### src/rtl/emu_pll_ctrl_pkg.sv
// Package for the PLL power/ratio controller.
// Holds the FSM state encoding, the default parameter values and a small
// helper that classifies a requested ratio.
package emu_pll_ctrl_pkg;

    typedef enum logic [2:0] {
        StOff      = 3'd0,
        StLockWait = 3'd1,
        StLocked   = 3'd2,
        StGate     = 3'd3,
        StSettle   = 3'd4,
        StFault    = 3'd5
    } pll_state_e;

    localparam logic [31:0] DefLockTimeout  = 32'd4096;
    localparam logic [15:0] DefSettleCycles = 16'd8;
    localparam logic [31:0] DefRstNum       = 32'h1;
    localparam logic [31:0] DefRstDen       = 32'h1;

    // A ratio with a zero term would stall or break the PLL divider.
    function automatic logic ratio_ok(input logic [31:0] num, input logic [31:0] den);
        return (num != 32'd0) && (den != 32'd0);
    endfunction

endpackage

### src/rtl/prim_flop_2sync.sv
// Two-flop synchroniser for signals arriving asynchronously to clk_i.
// Ports:
//   clk_i  - destination clock
//   rst_ni - asynchronous active-low reset, both stages clear to 0
//   d_i    - asynchronous input
//   q_o    - synchronised output, two clk_i edges of latency
module prim_flop_2sync #(
    parameter int unsigned Width = 1
) (
    input  logic             clk_i,
    input  logic             rst_ni,
    input  logic [Width-1:0] d_i,
    output logic [Width-1:0] q_o
);

    logic [Width-1:0] meta_q;
    logic [Width-1:0] sync_q;

    always_ff @(posedge clk_i or negedge rst_ni) begin
        if (!rst_ni) begin
            meta_q <= '0;
            sync_q <= '0;
        end else begin
            meta_q <= d_i;
            sync_q <= meta_q;
        end
    end

    assign q_o = sync_q;

endmodule

### src/rtl/emu_pll_ctrl.sv
// PLL power-up, lock supervision and ratio-change controller.
// Ports:
//   clk_i, rst_ni             - reference clock, asynchronous active-low reset
//   pwr_req_i                 - level request to run the PLL
//   cfg_valid_i/num_i/den_i   - ratio change request
//   cfg_ready_o               - request accepted this cycle (OFF and LOCKED only)
//   cfg_err_o                 - same-cycle pulse: accepted request had a zero term
//   pll_lock_i                - raw PLL lock, asynchronous
//   pll_en_o, pll_num_o/den_o - PLL enable and ratio
//   locked_o                  - downstream clock-gate enable
//   lock_lost_o               - one-cycle pulse on unexpected lock loss
//   timeout_o                 - high while parked in FAULT after a lock timeout
//   state_o                   - current FSM state
module emu_pll_ctrl
    import emu_pll_ctrl_pkg::*;
#(
    parameter logic [31:0] LOCK_TIMEOUT  = DefLockTimeout,
    parameter logic [15:0] SETTLE_CYCLES = DefSettleCycles,
    parameter logic [31:0] RST_NUM       = DefRstNum,
    parameter logic [31:0] RST_DEN       = DefRstDen
) (
    input  logic        clk_i,
    input  logic        rst_ni,
    input  logic        pwr_req_i,
    input  logic        cfg_valid_i,
    input  logic [31:0] cfg_num_i,
    input  logic [31:0] cfg_den_i,
    output logic        cfg_ready_o,
    output logic        cfg_err_o,
    input  logic        pll_lock_i,
    output logic        pll_en_o,
    output logic [31:0] pll_num_o,
    output logic [31:0] pll_den_o,
    output logic        locked_o,
    output logic        lock_lost_o,
    output logic        timeout_o,
    output logic [2:0]  state_o
);

    pll_state_e  state_q;
    logic [31:0] cnt_q;       // lock-wait counter, reused as settle counter
    logic [31:0] num_q, den_q;
    logic [31:0] pend_num_q, pend_den_q;
    logic        pend_q;
    logic        lost_q;
    logic        lock_s;
    logic        cfg_accept;
    logic        cfg_good;

    prim_flop_2sync #(
        .Width (1)
    ) u_lock_sync (
        .clk_i  (clk_i),
        .rst_ni (rst_ni),
        .d_i    (pll_lock_i),
        .q_o    (lock_s)
    );

    assign cfg_accept = cfg_valid_i && ((state_q == StOff) || (state_q == StLocked));
    assign cfg_good   = cfg_accept && ratio_ok(cfg_num_i, cfg_den_i);

    always_ff @(posedge clk_i or negedge rst_ni) begin
        if (!rst_ni) begin
            state_q    <= StOff;
            cnt_q      <= '0;
            num_q      <= RST_NUM;
            den_q      <= RST_DEN;
            pend_num_q <= '0;
            pend_den_q <= '0;
            pend_q     <= 1'b0;
            lost_q     <= 1'b0;
        end else begin
            lost_q <= 1'b0;
            unique case (state_q)
                StOff: begin
                    if (cfg_good) begin
                        num_q <= cfg_num_i;
                        den_q <= cfg_den_i;
                    end
                    if (pwr_req_i) begin
                        state_q <= StLockWait;
                        cnt_q   <= '0;
                    end
                end
                StLockWait: begin
                    if (!pwr_req_i) begin
                        state_q <= StOff;
                    end else if (lock_s) begin
                        state_q <= StLocked;
                    end else if (cnt_q == LOCK_TIMEOUT - 32'd1) begin
                        state_q <= StFault;
                    end else if (cnt_q != '1) begin
                        cnt_q <= cnt_q + 32'd1;
                    end
                end
                StLocked: begin
                    // A ratio accepted together with a power-down is still applied
                    // through SETTLE; one accepted during lock loss is dropped.
                    if (!pwr_req_i) begin
                        state_q <= StGate;
                        if (cfg_good) begin
                            pend_q     <= 1'b1;
                            pend_num_q <= cfg_num_i;
                            pend_den_q <= cfg_den_i;
                        end
                    end else if (!lock_s) begin
                        state_q <= StLockWait;
                        cnt_q   <= '0;
                        lost_q  <= 1'b1;
                    end else if (cfg_good) begin
                        state_q    <= StGate;
                        pend_q     <= 1'b1;
                        pend_num_q <= cfg_num_i;
                        pend_den_q <= cfg_den_i;
                    end
                end
                StGate: begin
                    if (pend_q) begin
                        state_q <= StSettle;
                        cnt_q   <= '0;
                        num_q   <= pend_num_q;
                        den_q   <= pend_den_q;
                        pend_q  <= 1'b0;
                    end else begin
                        state_q <= StOff;
                    end
                end
                StSettle: begin
                    if (cnt_q + 32'd1 >= {16'd0, SETTLE_CYCLES}) begin
                        state_q <= pwr_req_i ? StLockWait : StOff;
                        cnt_q   <= '0;
                    end else begin
                        cnt_q <= cnt_q + 32'd1;
                    end
                end
                StFault: begin
                    if (!pwr_req_i) begin
                        state_q <= StOff;
                    end
                end
                default: state_q <= StOff;
            endcase
        end
    end

    assign pll_en_o    = (state_q == StLockWait) || (state_q == StLocked) || (state_q == StGate);
    assign locked_o    = (state_q == StLocked);
    assign timeout_o   = (state_q == StFault);
    assign lock_lost_o = lost_q;
    assign cfg_ready_o = cfg_accept;
    assign cfg_err_o   = cfg_accept && !ratio_ok(cfg_num_i, cfg_den_i);
    assign pll_num_o   = num_q;
    assign pll_den_o   = den_q;
    assign state_o     = state_q;

endmodule

### config.mk
export PLATFORM = sky130hd
export DESIGN_NAME = emu_pll_ctrl
export DESIGN_NICKNAME = d
export VERILOG_FILES = /design/src/rtl/emu_pll_ctrl_pkg.sv /design/src/rtl/prim_flop_2sync.sv /design/src/rtl/emu_pll_ctrl.sv
export SDC_FILE = /design/constraint.sdc
export NUM_CORES = 1
export LEC_CHECK = 0
export ABC_AREA = 1
export CELL_PAD_IN_SITES_DETAIL_PLACEMENT = 1
export CELL_PAD_IN_SITES_GLOBAL_PLACEMENT = 1
export CORE_ASPECT_RATIO = 2
export CORE_MARGIN = 5
export CORE_UTILIZATION = 40
export DETAILED_ROUTE_END_ITERATION = 8
export PLACE_DENSITY_LB_ADDON = 0.08
export SKIP_LAST_GASP = 1
export SLEW_MARGIN = 30
export SYNTH_ARGS = -nofsm -noshare
export SYNTH_HDL_FRONTEND = slang
export SYNTH_HIERARCHICAL = 1
export SYNTH_SLANG_ARGS = --single-unit
### constraint.sdc
create_clock -name clk_i -period 3 [get_ports clk_i]
set_input_delay 0.3 -clock clk_i [delete_from_list [all_inputs] [get_ports clk_i]]
set_output_delay 0.3 -clock clk_i [all_outputs]
set_load 0.02 [all_outputs]
== Word level (Yosys, flattened, before mapping) ==
Cells that the tools add are included.
Storage, ports and cells
  register bits after elaboration: 167
  logic and storage cells: 94
Cells by class
  add/subtract/negate cells: 1
  magnitude comparators: 1
  eq/ne operators: 22
  muxes and demuxes: 41
  reduce and logical (&&, ||, !) cells: 19
Operators by type and width (number)
  32-bit two-way mux: 19
  32-bit one-hot mux with 5 select lines: 1
  32-bit one-hot mux with 2 select lines: 2
  32-bit nonzero test: 2
  32-bit by 1-bit adder with 32-bit output, second input constant: 1
  32-bit by 12-bit equality test with 1-bit output, second input constant: 1
  32-bit by 4-bit greater-or-equal comparator with 1-bit output, second input constant: 1
  32-bit inequality test, second input constant: 1
  3-bit two-way mux: 10
  2-bit inequality test, second input constant: 11
  3-bit one-hot mux with 6 select lines: 1
  9-bit AND reduction: 1
  1-bit two-way mux: 7
  3-bit by 2-bit equality test with 1-bit output, second input constant: 2
  3-bit equality test, second input constant: 2
  5-bit AND reduction: 1
  5-bit nonzero test: 1
  1-bit logical AND: 4
  4-bit by 3-bit inequality test with 1-bit output, second input constant: 1
  4-bit inequality test, second input constant: 1
  2-bit AND reduction: 2
  2-bit nonzero test: 2
  3-bit by 1-bit equality test with 1-bit output, second input constant: 1
  3-bit zero test: 1
  other kinds (6): 8

== Logic depth before layout (Yosys ltp) ==
  depth after elaboration: 8
  gate-level depth with buffers: 16
  mapped depth without buffers: 16

== Hierarchy ==
Netlist, hierarchy kept.
Modules (own cells, without submodules)
  emu_pll_ctrl: instances 1, cells an instance 1120, area each 8419.3 um^2, sequential area each 4131.5 um^2
  prim_flop_2sync: instances 1, cells an instance 2, area each 50.0 um^2, sequential area each 50.0 um^2

== Worst setup path before layout ==
No wires, ideal clock.
  path type: register -> register
  from: register state_q[0], in the netlist state_o[0]
  to: register num_q[11], in the netlist pll_num_o[11]
  library setup time: 0.137 ns
  data arrival time: 1.806 ns
  required time: 2.863 ns
  path slack: 1.057 ns
  stages on the path, launching flop included: 9
  buffers on the path: 2
  path through: dfrtp_1 > nor2_1 > inv_1 > nor2_2 > nand3_1 > o21ai_1 > buf_2 > buf_1 > a21oi_1
On the way
  word-level cells in the longest chain between the ends: 6
  elaborated cells on any way between the ends: 11
  classes of those cells: 4 x eq/ne; 1 x mux; 6 x reduce/logical
Ends and longest elaborated chain
  start: declaration: RTL line emu_pll_ctrl.sv:40  | pll_state_e state_q;
  start signal: assignment: RTL line emu_pll_ctrl.sv:64  | state_q <= StOff;
  start signal: assignment: RTL line emu_pll_ctrl.sv:81  | state_q <= StLockWait;
  start signal: assignment: RTL line emu_pll_ctrl.sv:87  | state_q <= StOff;
  3-bit by 2-bit equality test with 1-bit output or 3-bit zero test (tied branches): RTL line emu_pll_ctrl.sv:59  | assign cfg_accept = cfg_valid_i && ((state_q == StOff) || (state_q == StLocked));
  1-bit logical OR (*): RTL line emu_pll_ctrl.sv:59
  1-bit logical AND (*): RTL line emu_pll_ctrl.sv:59
  net cfg_ready_o: RTL line emu_pll_ctrl.sv:28  | output logic cfg_ready_o,
  1-bit logical AND (*): RTL line emu_pll_ctrl.sv:60  | assign cfg_good = cfg_accept && ratio_ok(cfg_num_i, cfg_den_i);
  2-bit inequality test (no line) (*)
  3-bit AND reduction (no line) (*)
  end signal: assignment: RTL line emu_pll_ctrl.sv:77  | num_q <= cfg_num_i;
  end signal: assignment: RTL line emu_pll_ctrl.sv:121  | num_q <= pend_num_q;
  end: declaration: RTL line emu_pll_ctrl.sv:42  | logic [31:0] num_q, den_q;
The timed path passes the listed nets; every way through them passes the cells marked *.
A chain may end at the register's enable or synchronous reset.

== Worst setup path after layout ==
  from: input cfg_num_i[22]
  to: output cfg_err_o
On the way
  word-level cells in the longest chain between the ends: 4
Ends and longest elaborated chain
  start: declaration: RTL line emu_pll_ctrl.sv:26  | input logic [31:0] cfg_num_i,
  32-bit nonzero test: RTL line emu_pll_ctrl_pkg.sv:22  | return (num != 32'd0) && (den != 32'd0);
  1-bit logical AND: RTL line emu_pll_ctrl_pkg.sv:22
  1-bit zero test: RTL line emu_pll_ctrl.sv:151  | assign cfg_err_o = cfg_accept && !ratio_ok(cfg_num_i, cfg_den_i);
  1-bit logical AND: RTL line emu_pll_ctrl.sv:151
  end: declaration: RTL line emu_pll_ctrl.sv:29  | output logic cfg_err_o,
No other way between the ends.

==> metrics.cfg <==
[logic_synthesis]
synth-seq-cells = 167
synthFlopType = dfrtp_1
synth_area_um2 = 8470
synth_common_cells = nand2_1, dfrtp_1, nor2_1
netlist_instances = 1122
synth_cell_types = 36
synth_top_cell_by_area = dfrtp_1
synth.top_cell.area_share_pct = 48.8
syn_avg_cell_area_um2 = 7.55
synth_edf_count = 0
yosys-top-cells-area = dfrtp_1, nand2_1, o21ai_0, nor2_1, inv_1
synth.yosys.warnings = 6
ys_seq_area_share_pct = 49.4
yosysMostFrequentCell = nand2_1
synth_fp_nets = 1192
async_reset_ff_share_pct = 100

[timing]
max_freq_mhz = 395
relSlewSlack_pct = 42.0
slew_violations = 0
setup_viol = 0
fin_skew_ns = 0.00904
tns_ns = 0
rsz0062_at_grt = no
fin_crit_sh_pct = 84.5
worst_slew_pin_slew_ns = 0.871
hold_viol = 0
min_period_ns = 2.53

[global_route]
track_usage_pct = 23.5
grt.overflow.total = 0
antenna_found_initial = 1
grt_pass1_vias = 8650
grt_max_degree = 93
grt_pass1_wl_um = 44700

[floorplan]
die_area_um2 = 24400
dieHeight_um = 216
start_util_pct = 40.5
core-area_um2 = 20900
rows = 75
io_pins = 142
die_width_um = 113

[worst_setup_path]
cp.arrival_ns = 2.23
cp_data_required_time_ns = 2.70
cp-start-kind = input port
critical_path_class = in2out
setup.worst_path.end_class = output pin
path_max_fanout = 3

[final_layout]
fin_util_pct = 51.7
final_layout_size_suffix_gt1_share_pct = 7.21
areaGrowthSynthToFinish_pct = 27.8
layout.nets = 1320
n_fill_cell = 2626

[status]
status = completed

[place]
gp_congestion = 0.894
place_hpwl_um = 20400
numPortBuffers = 141

[flow_run]
maxCapViolations = 0

[cts]
clk_latency_ns = 0.44
clockRootBuffer = clkbuf_16
cts_buffer_depth = 2
htree_levels = 4
path_clk_slew_ns = 0.06
cts.sinks = 167
cts_tree = yes
cts_inserted_buffers = 17

[pwr]
leakagePower_nw = 5.02
power_density_nw_per_um2 = 967
irDropWorstVdd_uv = 603

[detailed_routing]
drt.antenna.violating_nets = 0
wl_um = 27400
vias_per_cell = 5.11
wl_per_cell_um = 17.9
drc = 0
vias = 7827
drtIter0Drc = 241
first_pass_iters = 4

[hold_path]
hp-class = in2reg

path summary, 6_finish.rpt:
| check | startpoint | endpoint | slack [ns] | cells after the start |
|---|---|---|---|---|
| hold reg to reg | u_lock_sync/meta_q | u_lock_sync/q_o | 0.35 | 0 |
| min in group asynchronous | rst_ni | cnt_q[5] | 0.40 | 2 |
| setup / recovery | cfg_num_i[22] | cfg_err_o | 0.47 | 9 |
| setup reg to reg | state_o[2] | pll_den_o[4] | 0.51 | 8 |
| hold / removal | pll_lock_i | u_lock_sync/meta_q | 0.31 | 1 |
| max in group asynchronous | rst_ni | pll_den_o[0] | 1.74 | 3 |
worst max-delay path: stages:
cell	delay (ns)
clkdlybuf4s50_1	0.45
inv_1	0.12
nand4_1	0.19
or2_2	0.32
nor2_1	0.17
nand2_1	0.10
and2_1	0.21
nor3_1	0.13
dlymetal6s2s_1	0.25
logic make-up (layout without fill, tap and decap cells):
family / Yosys count / after routing / share of synthesized area (%)
and+or+nand+nor: 543 / 543 / 27.6
AOI/OAI and AO/OA: 234 / 234 / 14.2
buffers and inverters: 174 / 315 / 8.42
DFF: 167 / 167 / 49.4
xor gates and xnor gates: 3 / 3 / 0.310
adders and majority gates: 1 / 1 / 0.148
other: 0 / 1 / 0
metrics by stage:
step / worst slack [ns] / area, µm² / cells / hold slack (ns) / total power (W)
floorplan: 1.06 / 8470 / 1122 / 0.00441 / 0.00622
global placement: 0.0213 / 10200 / 1499 / 0.327 / 0.00807
detailed placement: 0.0556 / 10200 / 1499 / 0.327 / 0.00823
CTS: 0.0465 / 10800 / 1532 / 0.278 / 0.0106
global route: 0.320 / 10800 / 1533 / 0.277 / 0.0112
finish: 0.465 / 10800 / 1533 / 0.307 / 0.0105
final cells by class:
class	instances	area (µm²)	share of cell area [%]
flip-flops and latches	167	4180	38.6
multi-input cells	781	3600	33.3
repair buffers	161	1630	15.1
clock buffers	25	495	4.58
inverters	122	459	4.24
well taps	269	337	3.11
clock inverters	7	116	1.08
diodes	1	2.50	0.0231
power by group:
| group | switching (W) | leakage (nW) | internal (W) |
|---|---|---|---|
| Sequential | 0.000539 | 2.05 | 0.00318 |
| Clock | 0.000900 | 0.297 | 0.00140 |
| Combinational | 0.00270 | 2.68 | 0.00175 |
| Total | 0.00414 | 5.02 | 0.00632 |
repair_timing:
| action | CTS | global route |
|---|---|---|
| resized for setup | 0 | 1 |
| endpoints found under the setup margin | 0 | 1 |
| hold endpoints to repair | 57 | 0 |
| buffers inserted | 0 | 0 |
| hold buffers | 1 | 0 |
state kept, by name, summed over array words and instances, names as in the netlist:
register and count:
pll_den_o 32, u_lock_sync/q_o 1, u_lock_sync/meta_q 1, pend_den_q 32
state_o 3, cnt_q 32, pend_num_q 32, pend_q 1
lock_lost_o 1, pll_num_o 32
placed cells by master, fill, tap and decap left out, drive strengths merged:
cell and instances:
or2 3, bufinv 3, diode 1, dfrtp 165, buf 20, ha 1
nand2 299, dlymetal6s2s 1, a31o 1, clkbuf 25, clkinvlp 1, nor3 13
dfstp 2, nand4 14, nor2 153, o211ai 1, clkinv 6, xor2 3
nand3 51, nand3b 7, clkdlybuf4s50 139, dlygate4sd3 1, a21oi 71, and2 1
o31ai 9, inv 119, o21ai 152, nor4 2
metal layers:
metal,vias up,GRT usage (%),wire length [µm]
met3,55,4.18,826
met4,0,12.6,1340
met1,3795,23.8,9720
met5,-,0,0
li1,3840,-,-
met2,137,44.5,15500
No activity file was read; power rests on OpenSTA's default activity.
